==> src/rtl/wb_interconnect_nport_if.sv <==
// Wishbone bundle for the 1-master / N-slave interconnect.
// Holds both the upstream master bus and the fanned-out slave bus.
// Modports: ic (the interconnect itself), master (upstream bus master),
// slave (the collection of downstream slaves).
interface wb_interconnect_nport_if #(
  parameter int NUM_SLAVES = 4,
  parameter int DW         = 32,
  parameter int SLV_AW     = 9
);
  // upstream master side
  logic                     m_wb_cyc_i;
  logic                     m_wb_stb_i;
  logic                     m_wb_we_i;
  logic [31:0]              m_wb_adr_i;
  logic [DW/8-1:0]          m_wb_sel_i;
  logic [DW-1:0]            m_wb_dat_i;
  logic [DW-1:0]            m_wb_dat_o;
  logic                     m_wb_ack_o;
  logic                     m_wb_err_o;
  // downstream slave side
  logic [NUM_SLAVES-1:0]    s_wb_cyc_o;
  logic [NUM_SLAVES-1:0]    s_wb_stb_o;
  logic                     s_wb_we_o;
  logic [SLV_AW-1:0]        s_wb_adr_o;
  logic [DW/8-1:0]          s_wb_sel_o;
  logic [DW-1:0]            s_wb_dat_o;
  logic [NUM_SLAVES*DW-1:0] s_wb_dat_i;
  logic [NUM_SLAVES-1:0]    s_wb_ack_i;

  modport ic (
    input  m_wb_cyc_i, m_wb_stb_i, m_wb_we_i, m_wb_adr_i, m_wb_sel_i, m_wb_dat_i,
    output m_wb_dat_o, m_wb_ack_o, m_wb_err_o,
    output s_wb_cyc_o, s_wb_stb_o, s_wb_we_o, s_wb_adr_o, s_wb_sel_o, s_wb_dat_o,
    input  s_wb_dat_i, s_wb_ack_i
  );

  modport master (
    output m_wb_cyc_i, m_wb_stb_i, m_wb_we_i, m_wb_adr_i, m_wb_sel_i, m_wb_dat_i,
    input  m_wb_dat_o, m_wb_ack_o, m_wb_err_o
  );

  modport slave (
    input  s_wb_cyc_o, s_wb_stb_o, s_wb_we_o, s_wb_adr_o, s_wb_sel_o, s_wb_dat_o,
    output s_wb_dat_i, s_wb_ack_i
  );
endinterface

==> src/rtl/wb_interconnect_nport.sv <==
// 1-master / N-slave classic Wishbone interconnect (single beat).
// Decodes the slave index from m_wb_adr_i[SEL_LSB +: SEL_W], owns each
// transaction to completion and answers decode misses and slave timeouts
// with an error response carrying ERR_DATA.
// Optional error log: define WB_IC_ERRLOG_EN to add err_cnt_o/err_adr_o/err_to_o.
module wb_interconnect_nport #(
  parameter int              NUM_SLAVES = 4,
  parameter int              DW         = 32,
  parameter int              SEL_LSB    = 8,
  parameter int              SEL_W      = 4,
  parameter int              SLV_AW     = 9,
  parameter int              TIMEOUT    = 255,
  parameter logic [DW-1:0]   ERR_DATA   = DW'(32'hBADC0DE0)
) (
  input  logic                   wb_clk_i,
  input  logic                   wb_rst_ni,
  wb_interconnect_nport_if.ic    bus
`ifdef WB_IC_ERRLOG_EN
  ,
  output logic [15:0]            err_cnt_o,
  output logic [31:0]            err_adr_o,
  output logic                   err_to_o
`endif
);

  typedef enum logic [1:0] {ST_IDLE, ST_ACCESS, ST_RESP} state_t;

  localparam logic [SEL_W:0] NS_W = (SEL_W+1)'(NUM_SLAVES);
  localparam logic [15:0]    TO_W = 16'(TIMEOUT);

  state_t                r_state;
  logic [NUM_SLAVES-1:0] r_s_cyc;
  logic [NUM_SLAVES-1:0] r_s_stb;
  logic                  r_s_we;
  logic [SLV_AW-1:0]     r_s_adr;
  logic [DW/8-1:0]       r_s_sel;
  logic [DW-1:0]         r_s_dat;
  logic [DW-1:0]         r_m_dat;
  logic                  r_m_ack;
  logic                  r_m_err;
  logic [15:0]           r_cnt;

  logic [SEL_W-1:0]      w_req_idx;
  logic                  w_hit;
  logic [NUM_SLAVES-1:0] w_req_onehot;
  logic                  w_idle_req;
  logic                  w_decode_miss;
  logic                  w_slv_ack;
  logic [DW-1:0]         w_slv_dat_masked [NUM_SLAVES];
  logic [DW-1:0]         w_slv_dat;
  logic [15:0]           w_cnt_next;
  logic                  w_timeout;
  logic                  w_to_err;
  logic                  w_unused_adr;

  // address decode of the incoming request
  assign w_req_idx     = bus.m_wb_adr_i[SEL_LSB +: SEL_W];
  assign w_hit         = ({1'b0, w_req_idx} < NS_W);
  assign w_idle_req    = (r_state == ST_IDLE) && bus.m_wb_cyc_i && bus.m_wb_stb_i;
  assign w_decode_miss = w_idle_req && !w_hit;

  // only the slave currently strobed may complete or return data, so any
  // ack or data from the other ports is masked off here
  generate
    for (genvar gi = 0; gi < NUM_SLAVES; gi++) begin : g_slv
      assign w_req_onehot[gi]     = (w_req_idx == SEL_W'(gi));
      assign w_slv_dat_masked[gi] = r_s_stb[gi] ? bus.s_wb_dat_i[gi*DW +: DW] : '0;
    end
  endgenerate

  assign w_slv_ack = |(bus.s_wb_ack_i & r_s_stb);

  // OR-combine the masked slave read data (at most one slice is non-zero)
  always_comb begin
    w_slv_dat = '0;
    for (int k = 0; k < NUM_SLAVES; k++) begin
      w_slv_dat = w_slv_dat | w_slv_dat_masked[k];
    end
  end

  // timeout fires at the end of the TIMEOUT-th ACCESS cycle; an ack in the
  // same cycle takes priority, and an abort takes priority over both
  assign w_cnt_next = r_cnt + 16'd1;
  assign w_timeout  = (w_cnt_next == TO_W);
  assign w_to_err   = (r_state == ST_ACCESS) && bus.m_wb_cyc_i && !w_slv_ack && w_timeout;

  // upper / unforwarded address bits are intentionally ignored by the datapath
  assign w_unused_adr = &{1'b0, bus.m_wb_adr_i};

  // transaction FSM with all bus outputs registered
  always_ff @(posedge wb_clk_i or negedge wb_rst_ni) begin
    if (!wb_rst_ni) begin
      r_state <= ST_IDLE;
      r_s_cyc <= '0;
      r_s_stb <= '0;
      r_s_we  <= 1'b0;
      r_s_adr <= '0;
      r_s_sel <= '0;
      r_s_dat <= '0;
      r_m_dat <= '0;
      r_m_ack <= 1'b0;
      r_m_err <= 1'b0;
      r_cnt   <= '0;
    end else begin
      r_m_ack <= 1'b0;
      r_m_err <= 1'b0;
      case (r_state)
        ST_IDLE: begin
          r_m_dat <= '0;
          if (w_idle_req) begin
            r_s_we  <= bus.m_wb_we_i;
            r_s_adr <= bus.m_wb_adr_i[SLV_AW-1:0];
            r_s_sel <= bus.m_wb_sel_i;
            r_s_dat <= bus.m_wb_dat_i;
            r_cnt   <= '0;
            if (w_hit) begin
              r_s_cyc <= w_req_onehot;
              r_s_stb <= w_req_onehot;
              r_state <= ST_ACCESS;
            end else begin
              r_m_ack <= 1'b1;
              r_m_err <= 1'b1;
              r_m_dat <= ERR_DATA;
              r_state <= ST_RESP;
            end
          end
        end
        ST_ACCESS: begin
          if (!bus.m_wb_cyc_i) begin
            // master abandoned the cycle: release the slave, no response
            r_s_cyc <= '0;
            r_s_stb <= '0;
            r_state <= ST_IDLE;
          end else if (w_slv_ack) begin
            r_s_cyc <= '0;
            r_s_stb <= '0;
            r_m_ack <= 1'b1;
            r_m_dat <= r_s_we ? '0 : w_slv_dat;
            r_state <= ST_RESP;
          end else if (w_timeout) begin
            r_s_cyc <= '0;
            r_s_stb <= '0;
            r_m_ack <= 1'b1;
            r_m_err <= 1'b1;
            r_m_dat <= ERR_DATA;
            r_state <= ST_RESP;
          end else begin
            r_cnt <= w_cnt_next;
          end
        end
        ST_RESP: begin
          r_m_dat <= '0;
          r_state <= ST_IDLE;
        end
        default: begin
          r_s_cyc <= '0;
          r_s_stb <= '0;
          r_state <= ST_IDLE;
        end
      endcase
    end
  end

  assign bus.m_wb_dat_o = r_m_dat;
  assign bus.m_wb_ack_o = r_m_ack;
  assign bus.m_wb_err_o = r_m_err;
  assign bus.s_wb_cyc_o = r_s_cyc;
  assign bus.s_wb_stb_o = r_s_stb;
  assign bus.s_wb_we_o  = r_s_we;
  assign bus.s_wb_adr_o = r_s_adr;
  assign bus.s_wb_sel_o = r_s_sel;
  assign bus.s_wb_dat_o = r_s_dat;

`ifdef WB_IC_ERRLOG_EN
  logic [31:0] r_req_adr;
  logic [15:0] r_err_cnt;
  logic [31:0] r_err_adr;
  logic        r_err_to;

  // error log: full request address is kept so a timeout can be attributed
  always_ff @(posedge wb_clk_i or negedge wb_rst_ni) begin
    if (!wb_rst_ni) begin
      r_req_adr <= '0;
      r_err_cnt <= '0;
      r_err_adr <= '0;
      r_err_to  <= 1'b0;
    end else begin
      if (w_idle_req) begin
        r_req_adr <= bus.m_wb_adr_i;
      end
      if (w_decode_miss) begin
        if (r_err_cnt != 16'hFFFF) r_err_cnt <= r_err_cnt + 16'd1;
        r_err_adr <= bus.m_wb_adr_i;
        r_err_to  <= 1'b0;
      end else if (w_to_err) begin
        if (r_err_cnt != 16'hFFFF) r_err_cnt <= r_err_cnt + 16'd1;
        r_err_adr <= r_req_adr;
        r_err_to  <= 1'b1;
      end
    end
  end

  assign err_cnt_o = r_err_cnt;
  assign err_adr_o = r_err_adr;
  assign err_to_o  = r_err_to;
`else
  logic w_unused_err;
  assign w_unused_err = &{1'b0, w_decode_miss, w_to_err};
`endif

endmodule

==> src/flat_wrapper.sv <==
// flat-port wrapper written by rule: the top's interface ports become plain ports
module wb_interconnect_nport_flat 
#(
  parameter int              NUM_SLAVES = 4,
  parameter int              DW         = 32,
  parameter int              SEL_LSB    = 8,
  parameter int              SEL_W      = 4,
  parameter int              SLV_AW     = 9,
  parameter int              TIMEOUT    = 255,
  parameter logic [DW-1:0]   ERR_DATA   = DW'(32'hBADC0DE0)
)
  (wb_clk_i, wb_rst_ni, bus_m_wb_cyc_i, bus_m_wb_stb_i, bus_m_wb_we_i, bus_m_wb_adr_i, bus_m_wb_sel_i, bus_m_wb_dat_i, bus_m_wb_dat_o, bus_m_wb_ack_o, bus_m_wb_err_o, bus_s_wb_cyc_o, bus_s_wb_stb_o, bus_s_wb_we_o, bus_s_wb_adr_o, bus_s_wb_sel_o, bus_s_wb_dat_o, bus_s_wb_dat_i, bus_s_wb_ack_i);
  wb_interconnect_nport_if #(.NUM_SLAVES(NUM_SLAVES), .DW(DW), .SLV_AW(SLV_AW)) bus_i ();
  input  logic wb_clk_i;
  input  logic wb_rst_ni;
  input wire logic [$bits(bus_i.m_wb_cyc_i)-1:0] bus_m_wb_cyc_i;
  input wire logic [$bits(bus_i.m_wb_stb_i)-1:0] bus_m_wb_stb_i;
  input wire logic [$bits(bus_i.m_wb_we_i)-1:0] bus_m_wb_we_i;
  input wire logic [$bits(bus_i.m_wb_adr_i)-1:0] bus_m_wb_adr_i;
  input wire logic [$bits(bus_i.m_wb_sel_i)-1:0] bus_m_wb_sel_i;
  input wire logic [$bits(bus_i.m_wb_dat_i)-1:0] bus_m_wb_dat_i;
  output wire logic [$bits(bus_i.m_wb_dat_o)-1:0] bus_m_wb_dat_o;
  output wire logic [$bits(bus_i.m_wb_ack_o)-1:0] bus_m_wb_ack_o;
  output wire logic [$bits(bus_i.m_wb_err_o)-1:0] bus_m_wb_err_o;
  output wire logic [$bits(bus_i.s_wb_cyc_o)-1:0] bus_s_wb_cyc_o;
  output wire logic [$bits(bus_i.s_wb_stb_o)-1:0] bus_s_wb_stb_o;
  output wire logic [$bits(bus_i.s_wb_we_o)-1:0] bus_s_wb_we_o;
  output wire logic [$bits(bus_i.s_wb_adr_o)-1:0] bus_s_wb_adr_o;
  output wire logic [$bits(bus_i.s_wb_sel_o)-1:0] bus_s_wb_sel_o;
  output wire logic [$bits(bus_i.s_wb_dat_o)-1:0] bus_s_wb_dat_o;
  input wire logic [$bits(bus_i.s_wb_dat_i)-1:0] bus_s_wb_dat_i;
  input wire logic [$bits(bus_i.s_wb_ack_i)-1:0] bus_s_wb_ack_i;
  assign bus_i.m_wb_cyc_i = bus_m_wb_cyc_i;
  assign bus_i.m_wb_stb_i = bus_m_wb_stb_i;
  assign bus_i.m_wb_we_i = bus_m_wb_we_i;
  assign bus_i.m_wb_adr_i = bus_m_wb_adr_i;
  assign bus_i.m_wb_sel_i = bus_m_wb_sel_i;
  assign bus_i.m_wb_dat_i = bus_m_wb_dat_i;
  assign bus_m_wb_dat_o = bus_i.m_wb_dat_o;
  assign bus_m_wb_ack_o = bus_i.m_wb_ack_o;
  assign bus_m_wb_err_o = bus_i.m_wb_err_o;
  assign bus_s_wb_cyc_o = bus_i.s_wb_cyc_o;
  assign bus_s_wb_stb_o = bus_i.s_wb_stb_o;
  assign bus_s_wb_we_o = bus_i.s_wb_we_o;
  assign bus_s_wb_adr_o = bus_i.s_wb_adr_o;
  assign bus_s_wb_sel_o = bus_i.s_wb_sel_o;
  assign bus_s_wb_dat_o = bus_i.s_wb_dat_o;
  assign bus_i.s_wb_dat_i = bus_s_wb_dat_i;
  assign bus_i.s_wb_ack_i = bus_s_wb_ack_i;
  wb_interconnect_nport #(.NUM_SLAVES(NUM_SLAVES), .DW(DW), .SEL_LSB(SEL_LSB), .SEL_W(SEL_W), .SLV_AW(SLV_AW), .TIMEOUT(TIMEOUT), .ERR_DATA(ERR_DATA)) u_core (.wb_clk_i(wb_clk_i), .wb_rst_ni(wb_rst_ni), .bus(bus_i));
endmodule
==> config.mk <==
export PLATFORM = sky130hd
export DESIGN_NAME = wb_interconnect_nport_flat
export DESIGN_NICKNAME = d
export VERILOG_FILES = /design/src/rtl/wb_interconnect_nport_if.sv /design/src/rtl/wb_interconnect_nport.sv /design/src/flat_wrapper.sv
export SDC_FILE = /design/constraint.sdc
export NUM_CORES = 1
export LEC_CHECK = 0
export BUFFER_PORTS_ARGS = -buffer_cell sky130_fd_sc_hd__buf_2
export CORE_MARGIN = 2
export CORE_UTILIZATION = 45
export DETAILED_ROUTE_END_ITERATION = 7
export GPL_TIMING_DRIVEN = 1
export PLACE_DENSITY_LB_ADDON = 0.3
export REMOVE_ABC_BUFFERS = 1
export SLEW_MARGIN = 20
export SYNTH_ARGS = -nofsm -noshare
export SYNTH_HDL_FRONTEND = slang
export SYNTH_SLANG_ARGS = --single-unit
==> constraint.sdc <==
create_clock -name wb_clk_i -period 3.2 [get_ports wb_clk_i]
set_input_delay 0.32 -clock wb_clk_i [delete_from_list [all_inputs] [get_ports wb_clk_i]]
set_output_delay 0.32 -clock wb_clk_i [all_outputs]
set_load 0.05 [all_outputs]
# Word level (Yosys, flattened, before mapping)
# Index checks and enable logic that the tools add are counted.
# totals
ff_bits	102
out_inout_bits	88
word_cells	79
# classes
add_sub_neg	1
n_lt_le_gt_ge	1
eq_ne	13
muxes	37
bitwise_logic	5
reduce_logical	12
# ops
op	n
$mux W32	10
$or A32 B32 Y32	3
$pmux W32 S3	1
$mux W16	4
$pmux W16 S2	1
$mux W4	5
$add A16 B1 Y16 const B	1
$eq A16 B8 Y1 const B	1
$pmux W4 S3	1
$mux W2	5
$eq A4 B2 Y1 const B	2
$mux W1	7
$ne A2 B2 Y1 const B	3
$reduce_and A5 Y1	1
$and A4 B4 Y4	1
$eq A4 B1 Y1 const B	1
$logic_not A4 Y1	1
$lt A4 B3 Y1 const B	1
$ne A2 B1 Y1 const B	2
$ne A4 B2 Y1 const B	1
$pmux W1 S2	2
$pmux W2 S2	1
$reduce_and A2 Y1	2
$reduce_and A4 Y1	1
10 further kinds	11

# Longest topological paths before layout
# Gate-level depths: netlist of the first run.
# depth
word_depth	8
depth_mapped	12

# Worst setup path after synthesis of the first run
# Ideal clock, no wire load.
# synth_timing
path_type	reg-to-reg
from	register u_core.r_cnt[1]
to	register u_core.r_s_cyc[0] (netlist: u_core.bus.s_wb_cyc_o[0])
arrival_time_ns	2.604
slack_ns	0.471
stages_incl_launch_ff	10
n_path_buf	1
synth_period_minus_slack_ns	2.729
cell_sequence	dfrtp_1 > ha_1 > buf_2 > nand4_1 > nor3_1 > mux2_2 > o21ai_1 > a311oi_4 > or3_4 > mux2_4
# synth_between
elab_chain_cells	4
# synth_rtl
item	line	source
from (decl)	wb_interconnect_nport.sv:41	logic [15:0] r_cnt;
from (signal assigned)	wb_interconnect_nport.sv:148	r_cnt <= w_cnt_next;
$add A16 B1 Y16	wb_interconnect_nport.sv:83	assign w_cnt_next = r_cnt + 16'd1;
$eq A16 B8 Y1	wb_interconnect_nport.sv:84	assign w_timeout = (w_cnt_next == TO_W);
$ne A4 B2 Y1 (no line)	--	
$reduce_and A4 Y1 (no line)	--	
to (signal assigned)	wb_interconnect_nport.sv:117	r_s_cyc <= w_req_onehot;
to (decl)	wb_interconnect_nport.sv:32	logic [NUM_SLAVES-1:0] r_s_cyc;
# No other way between the ends.
# A chain may end at the register's enable or synchronous reset.

# Worst setup path in the final report of the first run
# layout_timing
from	register u_core.r_cnt[0]
to	register u_core.r_s_cyc[1] (netlist: u_core.bus.s_wb_cyc_o[1])
# The elaborated chain is that of the path after synthesis.

==> results of run 1 <==
-- per-stage QoR --
stage / total power, uW / instance area, um2 / cells / hold slack (ns)
global placement: 5170 / 6880 / 869 / 0.466
CTS: 6470 / 7210 / 885 / 0.198
global route: 6740 / 7210 / 885 / 0.0753
detailed placement: 5250 / 6880 / 869 / 0.473
floorplan: 4320 / 5190 / 433 / 0.0244
finish: 6430 / 7210 / 885 / 0.0238
-- flip-flops by register name, indices dropped and copies added, names as in the netlist, 2 cells and up --
signal,cells
u_core.bus.s_wb_adr_o,9
u_core.bus.s_wb_sel_o,4
u_core.r_state,2
u_core.bus.m_wb_dat_o,32
u_core.bus.s_wb_cyc_o,4
u_core.r_cnt,16
u_core.bus.s_wb_dat_o,32
-- report_power, final --
| part | total (uW) | switching (uW) | internal, uW |
|---|---|---|---|
| sequential | 1890 | 209 | 1680 |
| combinational | 3330 | 2310 | 1030 |
| clock | 1200 | 504 | 701 |
| total | 6430 | 3020 | 3410 |
-- routing by layer --
metal,track usage,vias up,part of all wire
li1,-,2386,-
met1,0.286,2496,0.40
met2,0.428,192,0.52
met4,0.0683,0,0.022
met5,0,-,0
met3,0.0478,28,0.060
-- synthesized netlist by cell type (all sizes together), types with 6 or more instances --
cell     instances
a21oi           20
a22oi           34
nand2           18
o2bb2ai         16
a22o            16
o221a           16
ha               6
mux2            52
o21ai            8
clkbuf          22
nor2            12
buf             25
a31oi           15
nand3           13
a221oi          16
nand4            7
o211ai           6
dfrtp          102
inv             11
-- what timing repair did --
item,CTS,global route
buffers inserted,0,0
resized for setup,0,1
setup endpoints to repair,0,6
-- logic make-up (layout without fill, tap and decap cells) --
group / count (synthesis) / after routing / share of synthesized area
AO/OA/AOI/OAI: 172 / 172 / 0.256
flip-flops: 102 / 102 / 0.471
AND/OR/NAND/NOR: 86 / 86 / 0.0915
buffers and inverters: 58 / 316 / 0.0497
multiplexers: 56 / 56 / 0.118
adder cells (fa/ha/maj): 6 / 6 / 0.0139
-- worst max-delay path, delay by kind of cell, from the launching register on --
family	cells	cell delay, ns
compound gates	3	0.88
fa+ha+maj	1	0.22
buf+inv	1	0.18
flops	1	0.50
mux	1	0.30
simple gates	3	0.70
-- how the worst min path moves through the flow --
stage | end | slack [ns] | from | depth (start not counted)
after floorplan | u_core.bus.m_wb_ack_o | 0.02 | wb_rst_ni | 0
after global placement | u_core.bus.m_wb_dat_o[4] | 0.47 | u_core.bus.m_wb_dat_o[4] | 1
after detailed placement | u_core.bus.m_wb_dat_o[30] | 0.47 | u_core.bus.m_wb_dat_o[30] | 1
after CTS | u_core.bus.m_wb_dat_o[21] | 0.20 | wb_rst_ni | 1
after global routing | u_core.bus.m_wb_dat_o[21] | 0.08 | wb_rst_ni | 1
final | u_core.bus.m_wb_dat_o[21] | 0.02 | wb_rst_ni | 1
-- cell type report --
cell class | count | share of cell area
clock buffer | 10 | 0.0317
clock inverter | 6 | 0.0135
inverter | 11 | 0.00572
multi-input combinational | 320 | 0.361
sequential | 102 | 0.354
tap | 147 | 0.0255
timing repair buffer | 289 | 0.209
==> flow_summary_export.csv, run 1 <==
group,metric,value,unit
yosys,synthFlopType,"dfrtp_1",
placed_design,portBuffers,272,
yosys,synth_async_sr_flop_share,1.00,
sta,hold_viol,0,
route,firstDrtPassIters,5,
worst_setup_path,critical_path_class,"flip-flop to flip-flop",
sta,drv_slew,0,
cells_and_area,seq_area,0.00255,mm2
clocking,clkLatencyLatePin,0.34,ns
worst_setup_path,crit_path_top_delay_cell,"dfrtp_1",
job,drv_cap,0,
floorplan,rows,40,
floorplan,fp.dieArea,0.0129,mm2
sta,setup_slack,0.301,ns
worst_hold_path,hp-class,"input pin to asynchronous set/reset pin",
yosys,ys_warn_count,0,
sta,worst_pin_slew,0.735,ns
clocking,numClockSinks,102,
cells_and_area,num_antenna_cells,0,
global_route,grt_max_degree,81,
clocking,cts_tree,"done",
cells_and_area,area_delta_synth_final,33.1,%
worst_setup_path,end_kind,"flip-flop",
yosys,synth_top_area_cell,"dfrtp_1",
sta,finClkSkew,0.0104,ns
worst_setup_path,cp.required,3.42,ns
route,detail-route-antenna-nets,0,
worst_setup_path,path_cells,"ha_1, nand4_1, buf_4, nor4_2, a21oi_1, o211a_2, a311oi_4, or3_4, mux2_4",
power,p_leak,0.00342,uW
global_route,grt.total_usage,0.237,
worst_setup_path,critPathArrivalTime,3.12,ns
floorplan,die_w,114,um
placed_design,place_ws,0.315,ns
power,cellPowerDensity,892,mW/mm2
worst_setup_path,ff2ff_setup_slack,0.30,ns
route,drc,0,
yosys,synth_top_area_frac,0.471,
clocking,hold_buffers,0,
route,wl_per_cell,18.1,um
sta,fmax,0.345,GHz
placed_design,hpwlAfterDp,12000,um
global_route,antenna_found_initial,0,
worst_setup_path,critPathMaxFanout,10,
floorplan,die_height,114,um
placed_design,gp_congestion,0.819,
global_route,grt_pass1_vias,4809,
clocking,htreeDepth,3,
status,status,"complete, no violations",
global_route,grt_pass1_wl,24300,um
sta,slew_headroom,0.510,
cells_and_area,nFillCells,1008,
worst_setup_path,max_stage_delay,0.50,ns
cells_and_area,fin_util,0.608,
cells_and_area,layout.nets,944,
clocking,clockRootBuffer,"clkbuf_16",
sta,final.min_clock_period,2.90,ns
yosys,ys_seq_area_frac,0.471,
cells_and_area,drive_gt1_frac,0.509,
worst_setup_path,worstRegToRegCells,9,
worst_setup_path,reg2reg_from,"u_core.r_cnt[0]",
yosys,synth_edf_count,0,
sta,fin_tns_setup,0,ns
sta,setup_viol,0,
worst_setup_path,cp-endpoint,"u_core.bus.s_wb_cyc_o[1]",
yosys,ys_ff_latch,102,
power,max-vdd-ir-drop,0.734,mV
worst_setup_path,r2r-end,"u_core.bus.s_wb_cyc_o[1]",
clocking,clockBufferDepth,2,
route,vias_per_cell,5.76,
yosys,synth.avg_cell_area,11.3,um2
clocking,clkTransAtPathRegs,0.07,ns
floorplan,core_area,0.0119,mm2
yosys,synthDistinctLibCells,63,
global_route,grt_remaining_overflow,0,
route,drt-total-wl,16000,um
cells_and_area,multiInputGateArea,0.00260,mm2
worst_setup_path,worstSetupStartpointType,"flip-flop",
floorplan,initial_utilization,0.457,
cells_and_area,layout_common_cells,"271 x buf_2, 102 x dfrtp_1, 48 x mux2_2",
sta,period_share,0.906,
worst_setup_path,startpoint,"u_core.r_cnt[0]",
yosys,syn_inst,480,
sta,rsz0062_at_grt,"false",
cells_and_area,layout_commonest_cell,"buf_2",
yosys,netlist_area,0.00542,mm2
route,vias,5102,
yosys,synth_area_leaders,"dfrtp_1 47%, mux2_2 10%, a22oi_1 4.7%",
route,drtIter0Drc,408,
floorplan,ios,293,
clocking,numCtsBuffers,9,
Power figures use the tool's default switching activity.
==> run 2, diff against run 1 <==
- BUFFER_PORTS_ARGS: -buffer_cell sky130_fd_sc_hd__buf_2 -> unset
- CORE_AREA: unset -> 2 2 113 115
- CORE_MARGIN: 2 -> unset
- CORE_UTILIZATION: 45 -> unset
- DIE_AREA: unset -> 0 0 115 117
- DONT_BUFFER_PORTS: unset -> 1
- GPL_TIMING_DRIVEN: 1 -> unset
- PLACE_DENSITY: unset -> 0.59
- PLACE_DENSITY_LB_ADDON: 0.3 -> unset
==> run 2 against run 1 <==
  * Via count is 20% lower
  * Total power fell by 9.8%
  * Worst hold slack better by 0.094 ns
  * Clock-buffer cell count decreased by 1
  * Sequential power rose by 71%
==> flow_summary_export.csv, run 2 (synthesis gave the netlist of run 1 again) <==
group,metric,value,unit
sta,final.min_clock_period,2.90,ns
worst_setup_path,critical_path_class,"flip-flop to flip-flop",
floorplan,rows,41,
sta,drv_slew,0,
power,intPower,2900,uW
placed_design,placed_cell_area,0.00554,mm2
floorplan,initial_utilization,0.440,
cells_and_area,area_delta_synth_final,8.15,%
global_route,grt_pass1_wl,21900,um
sta,hold_ws,0.118,ns
worst_setup_path,end_kind,"flip-flop",
job,drv_cap,0,
clocking,numClockSinks,102,
placed_design,post-place-cells,600,
floorplan,die_height,117,um
sta,finClkSkew,0.00814,ns
cells_and_area,layout_commonest_cell,"dfrtp_1",
cells_and_area,num_antenna_cells,0,
floorplan,ios,293,
cells_and_area,multiInputGateArea,0.00261,mm2
power,swShare,0.499,
clocking,htreeDepth,3,
sta,slew_headroom,0.510,
power,max-vdd-ir-drop,0.625,mV
global_route,grt.total_usage,0.214,
clocking,clkTransAtPathRegs,0.07,ns
clocking,post_cts.repair.setup_buffers,0,
power,p_leak,0.00229,uW
power,pwr-share-seq,0.557,
global_route,grtUsageMet3,0.0659,
cells_and_area,seq_area,0.00256,mm2
cells_and_area,layout.nets,674,
worst_setup_path,cp.required,3.43,ns
worst_setup_path,critPathArrivalTime,3.13,ns
route,vias_per_cell,6.57,
route,firstDrtPassIters,5,
sta,fmax,0.345,GHz
global_route,met2_usage,0.379,
worst_setup_path,worstSetupStartpointType,"flip-flop",
route,vias,4062,
cells_and_area,layout_common_cells,"98 x dfrtp_1, 48 x mux2_2, 34 x a22oi_1",
power,pwr-share-comb,0.267,
global_route,grt_pass1_vias,3935,
floorplan,core_area,0.0123,mm2
cells_and_area,nFillCells,1125,
worst_hold_path,hp-class,"input pin to flip-flop",
status,status,"complete, no violations",
cells_and_area,final_cell_area,0.00586,mm2
worst_setup_path,critPathMaxFanout,10,
power,cellPowerDensity,990,mW/mm2
clocking,numCtsBuffers,9,
clocking,clockRootBuffer,"clkbuf_16",
global_route,grt_use_met1,0.249,
placed_design,portBuffers,0,
global_route,grt_remaining_overflow,0,
sta,period_share,0.905,
sta,rsz0062_at_grt,"false",
global_route,grt-busiest-layer,"met2",
floorplan,fp.dieArea,0.0135,mm2
placed_design,hpwlAfterDp,10900,um
route,drtIter0Drc,331,
route,wl_per_cell,24.3,um
sta,hold_viol,0,
sta,setup_viol,0,
cells_and_area,drive_gt1_frac,0.233,
route,detail-route-antenna-nets,0,
sta,fin_tns_setup,0,ns
route,drt-total-wl,15000,um
route,drc,0,
power,clkPwrFrac,0.175,
clocking,clockBufferDepth,2,
placed_design,gp_congestion,0.872,
sta,worst_pin_slew,0.733,ns
global_route,grt_max_degree,103,
floorplan,die_w,115,um
cells_and_area,layout.cells.non_filler,618,
power,p_switching,2900,uW
clocking,clkLatencyLatePin,0.35,ns
global_route,antenna_found_initial,0,
clocking,cts_tree,"done",
cells_and_area,fin_util,0.476,
## run 2: cell count changes in the layout (fill, tap and decap cells not counted), sizes merged
cell	previous run	this run
clkinv	0	4
inv	15	13
dlygate4sd3	0	1
buf	289	18
bufinv	2	0
clkinvlp	0	1
clkbuf	10	9
## run 2: area by class of cell
cell class,count,area share
multi-input cells,320,0.445
flip-flops and latches,102,0.436
clock buffers,9,0.0384
repair buffers,19,0.0325
well taps,150,0.0320
clock inverters,7,0.00833
inverters,11,0.00705
## run 2: critical path: stages (launching register included)
cell      delay, ns
dfrtp_1        0.47
ha_1           0.26
buf_4          0.17
nand2b_1       0.16
a211o_1        0.32
a32oi_1        0.19
o2111a_1       0.31
a311oi_4       0.15
or3_4          0.44
mux2_4         0.31
## run 2: power groups by stage
stage	Combinational [uW]	Clock, uW	Sequential [uW]
global route	1710	1110	3280
CTS	1550	1050	3240
floorplan	1030	0	3300
detailed placement	1520	0	3270
finish	1550	1020	3230
global placement	1470	0	3260
## run 2: final timing paths
path | cells after the start | end | slack, ns | from
worst max-delay path | 9 | u_core.bus.s_wb_cyc_o[0] | 0.30 | u_core.r_cnt[0]
worst min-delay path | 1 | u_core.bus.s_wb_dat_o[8] | 0.12 | bus_m_wb_dat_i[8]
worst max register to register | 9 | u_core.bus.s_wb_cyc_o[0] | 0.30 | u_core.r_cnt[0]
worst min register to register | 1 | u_core.r_cnt[14] | 0.54 | u_core.r_cnt[14]
max in group asynchronous | 2 | u_core.bus.s_wb_cyc_o[3] | 2.22 | wb_rst_ni
min in group asynchronous | 2 | u_core.bus.m_wb_dat_o[30] | 0.58 | wb_rst_ni
## run 2: what timing repair did
item	4_1_cts	5_1_grt
endpoints found under the hold margin	102	0
hold buffers	2	0
resized for setup	0	1
endpoints found under the setup margin	0	15
## run 2: stage by stage
stage          total power (uW)  setup slack, ns
5_1_grt                    6100           0.0977
6_report                   5800            0.304
3_5_place_dp               4780            0.193
3_3_place_gp               4720            0.260
4_1_cts                    5840            0.168
2_1_floorplan              4320          -0.0891
## run 2: metal layers
layer	share of wire	vias to the layer above
met5	0	-
met4	0.018	0
met3	0.075	19
met2	0.52	163
met1	0.39	2036
li1	-	1844
==> run 3, diff against run 2 <==
- GPL_TIMING_DRIVEN: unset -> 0
==> run 3 against run 2 <==
  * Design area is 1.9% higher
  * Critical path depth stayed put
  * First-iteration DRC count is 6.6% higher
  * Non-clock buffer count is 8 lower
  * Clock-buffer cell count is 2 higher
  * Highest routed layer unchanged
  * Clock power is 19% higher
  * Final cell count is 1.1% lower
  * Fmax is 5.6% lower
  * Largest power group unchanged
==> flow_summary_export.csv, run 3 (synthesis gave the netlist of run 1 again) <==
group,metric,value,unit
status,status,"complete, no violations",
worst_setup_path,cp.required,3.43,ns
worst_setup_path,critPathArrivalTime,3.30,ns
cells_and_area,nFillCells,1129,
cells_and_area,layout_common_cells,"96 x dfrtp_1, 48 x mux2_2, 34 x a22oi_1",
global_route,antenna_found_initial,0,
sta,worst_pin_slew,0.936,ns
route,drt-total-wl,15100,um
power,cellPowerDensity,1010,mW/mm2
floorplan,rows,41,
cells_and_area,area_delta_synth_final,10.2,%
floorplan,initial_utilization,0.440,
route,vias_per_cell,6.78,
placed_design,place_ws,-0.613,ns
placed_design,portBuffers,0,
cells_and_area,layout_commonest_cell,"dfrtp_1",
floorplan,die_height,117,um
worst_hold_path,hp-class,"input pin to flip-flop",
sta,slew_headroom,0.376,
sta,period_share,0.959,
clocking,cts_tree,"done",
floorplan,fp.dieArea,0.0135,mm2
route,route.met2.wl,7860,um
sta,hold_viol,0,
sta,drv_slew,0,
cells_and_area,num_antenna_cells,0,
clocking,htreeDepth,3,
floorplan,core_area,0.0123,mm2
sta,setup_slack,0.131,ns
floorplan,ios,293,
route,wl_met1,5820,um
clocking,clkLatencyLatePin,0.35,ns
clocking,clockRootBuffer,"clkbuf_16",
power,p_leak,0.00229,uW
clocking,numClockSinks,102,
route,detail-route-antenna-nets,0,
clocking,clkTransAtPathRegs,0.07,ns
floorplan,die_w,115,um
route,maxUsedRoutingLayer,"met4",
worst_setup_path,end_kind,"flip-flop",
route,wl_per_cell,24.7,um
route,vias,4141,
worst_setup_path,critical_path_class,"flip-flop to flip-flop",
power,max-vdd-ir-drop,0.639,mV
cells_and_area,drive_gt1_frac,0.236,
route,wl_met3,1210,um
sta,setup_viol,0,
route,firstDrtPassIters,4,
sta,finClkSkew,0.00803,ns
global_route,grt_max_degree,103,
clocking,clockBufferDepth,2,
global_route,grt_pass1_vias,3809,
clocking,numCtsBuffers,9,
route,drtIter0Drc,353,
route,drc,0,
job,drv_cap,0,
placed_design,gp_congestion,0.883,
global_route,grt_pass1_wl,21400,um
cells_and_area,fin_util,0.485,
cells_and_area,layout.nets,667,
global_route,grt.total_usage,0.209,
sta,final.min_clock_period,3.07,ns
global_route,grt_remaining_overflow,0,
placed_design,hpwlAfterDp,10700,um
worst_setup_path,worstSetupStartpointType,"flip-flop",
worst_setup_path,critPathMaxFanout,10,
sta,fmax,0.326,GHz
==> run 3: cell types whose count changed in the layout (fill, tap and decap cells not counted), sizes merged <==
cell / previous run / this run
a311oi: 1 / 2
clkinv: 4 / 0
buf: 18 / 10
clkinvlp: 1 / 0
inv: 13 / 14
bufinv: 0 / 2
clkbuf: 9 / 11
==> run 3: layer usage <==
metal  up-vias  track usage
li1       1837            -
met3        16       0.0680
met4         0       0.0546
met1      2077        0.247
met2       211        0.370
met5         -            0
==> run 3: report_power, final <==
group	internal [uW]	switching [uW]
logic	743	755
clock network	716	494
registers	1660	1670
==> run 3: layout make-up <==
type / count / area (um2) / area share
clock buffers: 11 / 243 / 0.0407
flip-flops and latches: 102 / 2560 / 0.429
repair buffers: 11 / 183 / 0.0306
inverters: 11 / 41.3 / 0.00692
clock inverters: 5 / 86.3 / 0.0145
multi-input cells: 321 / 2670 / 0.447
well taps: 150 / 188 / 0.0314
==> run 3: worst max-delay path, stage by stage (launching register included) <==
cell and delay [ns]:
dfrtp_2 0.46, ha_2 0.31, nand4_1 0.13, buf_4 0.19
nor3_2 0.19, mux2_2 0.37, o21ai_2 0.32, a311oi_4 0.21
or3_4 0.46, mux2_4 0.31
==> run 3: stage by stage <==
step | setup TNS (ns) | hold WS [ns] | cells | cell area (um2) | total power (uW)
2_1_floorplan | -1.33 | 0.0244 | 433 | 5190 | 4320
3_3_place_gp | -26.90 | 0.0269 | 583 | 5380 | 4670
3_5_place_dp | -14.81 | 0.0270 | 587 | 5490 | 4760
4_1_cts | 0 | 0.101 | 609 | 5930 | 6040
5_1_grt | -0.0109 | 0.0973 | 611 | 5970 | 6310
6_report | 0 | 0.113 | 611 | 5970 | 6040
==> run 3: worst paths after layout <==
kind | startpoint | end | slack [ns] | depth (start not counted)
min | bus_m_wb_dat_i[0] | u_core.bus.s_wb_dat_o[0] | 0.11 | 1
min in group asynchronous | wb_rst_ni | u_core.bus.m_wb_dat_o[12] | 0.58 | 2
min reg2reg | u_core.r_cnt[14] | u_core.r_cnt[14] | 0.53 | 1
max reg2reg | u_core.r_cnt[0] | u_core.bus.s_wb_cyc_o[0] | 0.13 | 9
max in group asynchronous | wb_rst_ni | u_core.r_cnt[0] | 2.21 | 2
max | u_core.r_cnt[0] | u_core.bus.s_wb_cyc_o[0] | 0.13 | 9
==> run 3: what timing repair did <==
action	4_1_cts	5_1_grt
gates cloned	1	0
hold buffers	2	0
setup endpoints to repair	54	54
endpoints found under the hold margin	102	0
buffers inserted	3	2
pin swaps	2	1
gates resized for setup	7	4
